<file path="src/rtl/rr_arbiter_4.sv">
// rr_arbiter_4: four-requester round-robin arbiter with registered one-hot grant, encoded id and valid.
// Optional hold limit with timeout revoke when HOLD_TIMEOUT_EN is defined.
module rr_arbiter_4 #(
  parameter int MAX_HOLD = 16
) (
  input  logic       clk,
  input  logic       rst,
  input  logic [3:0] req,
  output logic [3:0] gnt,
  output logic [1:0] gnt_id,
  output logic       gnt_valid,
  output logic       timeout
);
  typedef enum logic {IDLE, GRANT} state_t;
  state_t state, state_nx;
  logic [1:0] last, off, winner;
  logic [3:0] elig, rot;
  logic found, revoke;
  if (MAX_HOLD < 2 || MAX_HOLD > 255) begin : g_chk
    $error("MAX_HOLD out of range");
  end
  // last doubles as the owner index while a grant is held
  always_ff @(posedge clk)
    if (rst) begin
      state <= IDLE;
      last  <= 2'd3;
    end else begin
      state <= state_nx;
      if (state == IDLE && found) last <= winner;
    end
  always_comb begin
    rot = 4'b0;
    for (int i = 0; i < 4; i++) rot[i] = elig[last + 2'(i) + 2'd1];
    off    = rot[0] ? 2'd0 : rot[1] ? 2'd1 : rot[2] ? 2'd2 : 2'd3;
    found  = |elig;
    winner = last + 2'd1 + off;
  end
  always_comb
    state_nx = (state == IDLE) ? (found ? GRANT : IDLE)
             : ((!req[last] || revoke) ? IDLE : GRANT);
  always_comb begin
    gnt       = (state == GRANT) ? 4'b0001 << last : 4'b0000;
    gnt_id    = (state == GRANT) ? last : 2'b00;
    gnt_valid = state == GRANT;
  end
`ifdef HOLD_TIMEOUT_EN
  logic [7:0] hold;
  logic [3:0] mask;
  logic       timeout_q;
  assign revoke  = req[last] && hold == 8'(MAX_HOLD);
  assign elig    = req & ~mask;
  assign timeout = timeout_q;
  // a revoked owner stays masked until its request is seen low
  always_ff @(posedge clk)
    if (rst) begin
      hold      <= 8'd0;
      mask      <= 4'b0;
      timeout_q <= 1'b0;
    end else begin
      hold      <= (state == IDLE) ? (found ? 8'd1 : hold) : (hold == 8'hff ? hold : hold + 8'd1);
      timeout_q <= state == GRANT && revoke;
      mask      <= (mask & req) | ((state == GRANT && revoke) ? gnt : 4'b0000);
    end
`else
  assign revoke  = 1'b0;
  assign elig    = req;
  assign timeout = 1'b0;
`endif
endmodule

</file>
<file path="config.mk">
export PLATFORM = sky130hd
export DESIGN_NAME = rr_arbiter_4
export DESIGN_NICKNAME = d
export VERILOG_FILES = /design/src/rtl/rr_arbiter_4.sv
export SDC_FILE = /design/constraint.sdc
export NUM_CORES = 1
export LEC_CHECK = 0
export ABC_AREA = 1
export CORE_AREA = 3 3 40 42
export CTS_BUF_LIST = sky130_fd_sc_hd__clkbuf_4 sky130_fd_sc_hd__clkbuf_8
export DETAILED_ROUTE_END_ITERATION = 7
export DIE_AREA = 0 0 43 45
export GPL_TIMING_DRIVEN = 0
export HOLD_SLACK_MARGIN = 0.1
export SLEW_MARGIN = 20
export SYNTH_ARGS = -nofsm -noshare
export SYNTH_HDL_FRONTEND = slang
export SYNTH_SLANG_ARGS = --single-unit
export TNS_END_PERCENT = 50
</file>
<file path="constraint.sdc">
create_clock -name clk -period 4.6 [get_ports clk]
set_input_delay 0.46 -clock clk [delete_from_list [all_inputs] [get_ports clk]]
set_output_delay 0.46 -clock clk [all_outputs]
set_load 0.01 [all_outputs]
</file>
==> summary.md <==
| Metric | Value |
|---|---|
| Status | finished, final reports clean |
| Ys Warns | 0 |
| Vias/cell | between 4 and 5 |
| Min Tclk post-route | between 2 and 2.5 ns |
| CP startpoint kind | register |
| WL met1 | between 400 and 500 microns |
| Power Density | 590.7 nW/um^2 |
| Clock sinks | 3 |
| R2R Setup Slk | 2.58 ns |
| N_diodes | 0 |
| DR pass1 iterations | 4 |
| Met2 WL | 425 microns |
| CTS tree | yes |
| Post-CTS Resized | 0 |
| Most frequent cells in the layout | nand2_1, inv_1, clkdlybuf4s50_1, nand2_2, ha_1 |
| Clk slew on worst S/H paths | 0.04 ns |
| GP Congestion | 0.7950 |
| Final Skew | 0.001491 ns |
| Largest family of logic cells by synthesized area | simple AND/OR/NAND/NOR gates |
| Maximum VDD drop | 0.2399 mV |
| Post-Synth Simple-Gate Area | 0.4212 |
| Worst path slowest cell | clkdlybuf4s50_1 |
| Post-route design area | 605.6 sq um |
| Achievable frequency | 490.3 MHz |
| Type of the tightest min-delay check | reg2reg |
| Mux contribution to synthesized area | 0 |
| Number of global-route vias before repair | 355 |
| Pwr Total | 0.3577 mW |
| Fin Setup TNS | 0 ns |
| Final nets | 103 |
| CTS root buf | clkbuf_4 |
| Top routing layer used | met3 |
| Worst-path cell chain | buf_6 -> inv_6 -> ha_1 -> nand2_1 -> inv_1 -> clkdlybuf4s50_1 |
| Setup bufs post-CTS | 0 |
| Post-DR wirelength/cell | between 8 and 9 microns |
| Initial drt markers | 8 |
| Hold WS | roughly 0.7 ns |
| Register area share after synthesis | 0.1375 |
| CP Data Arrival Time | 1.58 ns |
| Remaining DRCs | 0 |
| Syn_area_per_cell | 5.822 sq um |
| CP max FO | 10 |
| Grt ovf | 0 |
| Row count | 13 |
| Most common cell after layout, fill and taps aside | nand2_1 |
| Hold buffer count at CTS | 0 |
| CP peak stage delay | 0.52 ns |
| Top Family by Delay on Critical Path | buffers and inverters |
| Crit share post-route | 0.4433 |
| Setup violators final | 0 |
| Wire length on met3 | 30 microns |
| Area Growth Syn to Fin | 38.68% |
| Post-synthesis register bit count | 3 |
| Clock Latency Late Sink | 0.23 ns |
| Core area | 1285 sq um |
| Die Y | approximately 45 microns |
| WP data required | 4.14 ns |
| Die width | 43 microns |
| Mapped Area | 436.7 sq um |
| GRT Overall Usage | 0.09635 |
| # H-tree levels | 1 |
| Fraction of layout instances using a drive strength above 1 | 0.1868 |
| Dpl ws | between 2 and 3 ns |
| Utilization after layout | 0.4713 |
| Finished Layout Cells | 106 |
| Post-synthesis compound-gate area fraction | 0.08883 |
| Largest net degree at the start of global routing | 11 |
| Final wirelength | approximately 900 microns |
| Die footprint | 1935 sq um |
| Post-Synthesis Cells | 75 |
| Crit end category | primary output |
| Post-placement cell area | 575.6 sq um |
| RSZ-0062 raised after global routing | no |
| Max-slew violations | 0 |
| Leakage power | approximately 0.35 nW |
| Distinct cells, synth | 20 |
| Largest buffer count on any clock path | 2 |
| Detail Placement HPWL | 730.3 microns |
| Max-Cap Viols | 0 |
| # IOs | 14 |
| Initial core utilization | 0.3398 |
| PnR worst setup slack | between 2 and 3 ns |
| Final ANT Viol Nets | 0 |
| Fin. Hold Viols | 0 |
| Adder-Cell Fraction of Synth Area | 0.1433 |
| Critical path class | reg2out |
| CTS Buf Count | 3 |
| Global-route wire length before repair | 1435 microns |
| Antenna violations before repair | 0 |
| Total number of vias | 457 |
| Buf/Inv on CP | 4 |
| Syn Nets | 86 |
| PortBufs | 12 |
| Synth Area in XOR/XNOR | 0 |
| Placed Cells incl. Taps | 102 |
cells in the mapped netlist:
cell	count	area share
o211ai_1	1	0.017
o21ai_1	3	0.034
dfxtp_1	3	0.14
nand2_2	7	0.10
nand3_2	1	0.023
nand2_1	25	0.21
ha_1	5	0.14
inv_1	12	0.10
buf_6	1	0.026
nor2_1	4	0.034
o21ai_0	1	0.011
a21oi_1	1	0.011
buf_4	2	0.034
clkbuf_1	1	0.0086
nand3_1	3	0.034
inv_6	1	0.020
nor4_1	1	0.014
inv_2	1	0.0086
conb_1	1	0.0086
a31oi_1	1	0.014
power breakdown:
| part | leakage [nW] | internal, mW | total (mW) | switching [mW] |
|---|---|---|---|---|
| clock network | 0.0184 | 0.0383 | 0.0511 | 0.0128 |
| registers | 0.0251 | 0.0354 | 0.0436 | 0.00820 |
| logic | 0.308 | 0.111 | 0.263 | 0.152 |
sequential cells by signal, indices dropped and copies added, names as in the netlist:
register	count
last	2
gnt_valid	1
per-layer routing:
metal | global-route usage | up-vias
met5 | 0 | -
met4 | 0.03614 | 0
met3 | 0.01195 | 0
met2 | 0.1707 | 8
met1 | 0.1196 | 189
li1 | - | 260
area by class of cell:
cell class	count	area (sq um)
inverters	14	57.56
multi-input cells	54	289.0
clock buffers	4	30.03
flip-flops and latches	3	60.06
well taps	15	18.77
fillers	150	679.4
repair buffers	12	120.1
plain buffers	4	30.03
path summary, 6_finish.rpt:
kind,cells after the start,from,end
setup reg to reg,15,last[0],last[1]
hold / removal,4,last[1],last[1]
hold reg to reg,4,last[1],last[1]
setup / recovery,6,last[0],gnt[0]
cells by family after synthesis:
| logic type | count (synthesis) |
|---|---|
| buffers and inverters | 18 |
| AND/OR/NAND/NOR | 41 |
| other | 1 |
| AO/OA/AOI/OAI | 7 |
| flip-flops | 3 |
| adder cells (fa/ha/maj) | 5 |
tightest hold or removal path, stage by stage (launching register included):
cell and delay (ns):
dfxtp_1 0.33, inv_1 0.13, nor2_1 0.06, nor2_1 0.08, nand2_1 0.06
No activity file was read; power rests on OpenSTA's default activity.
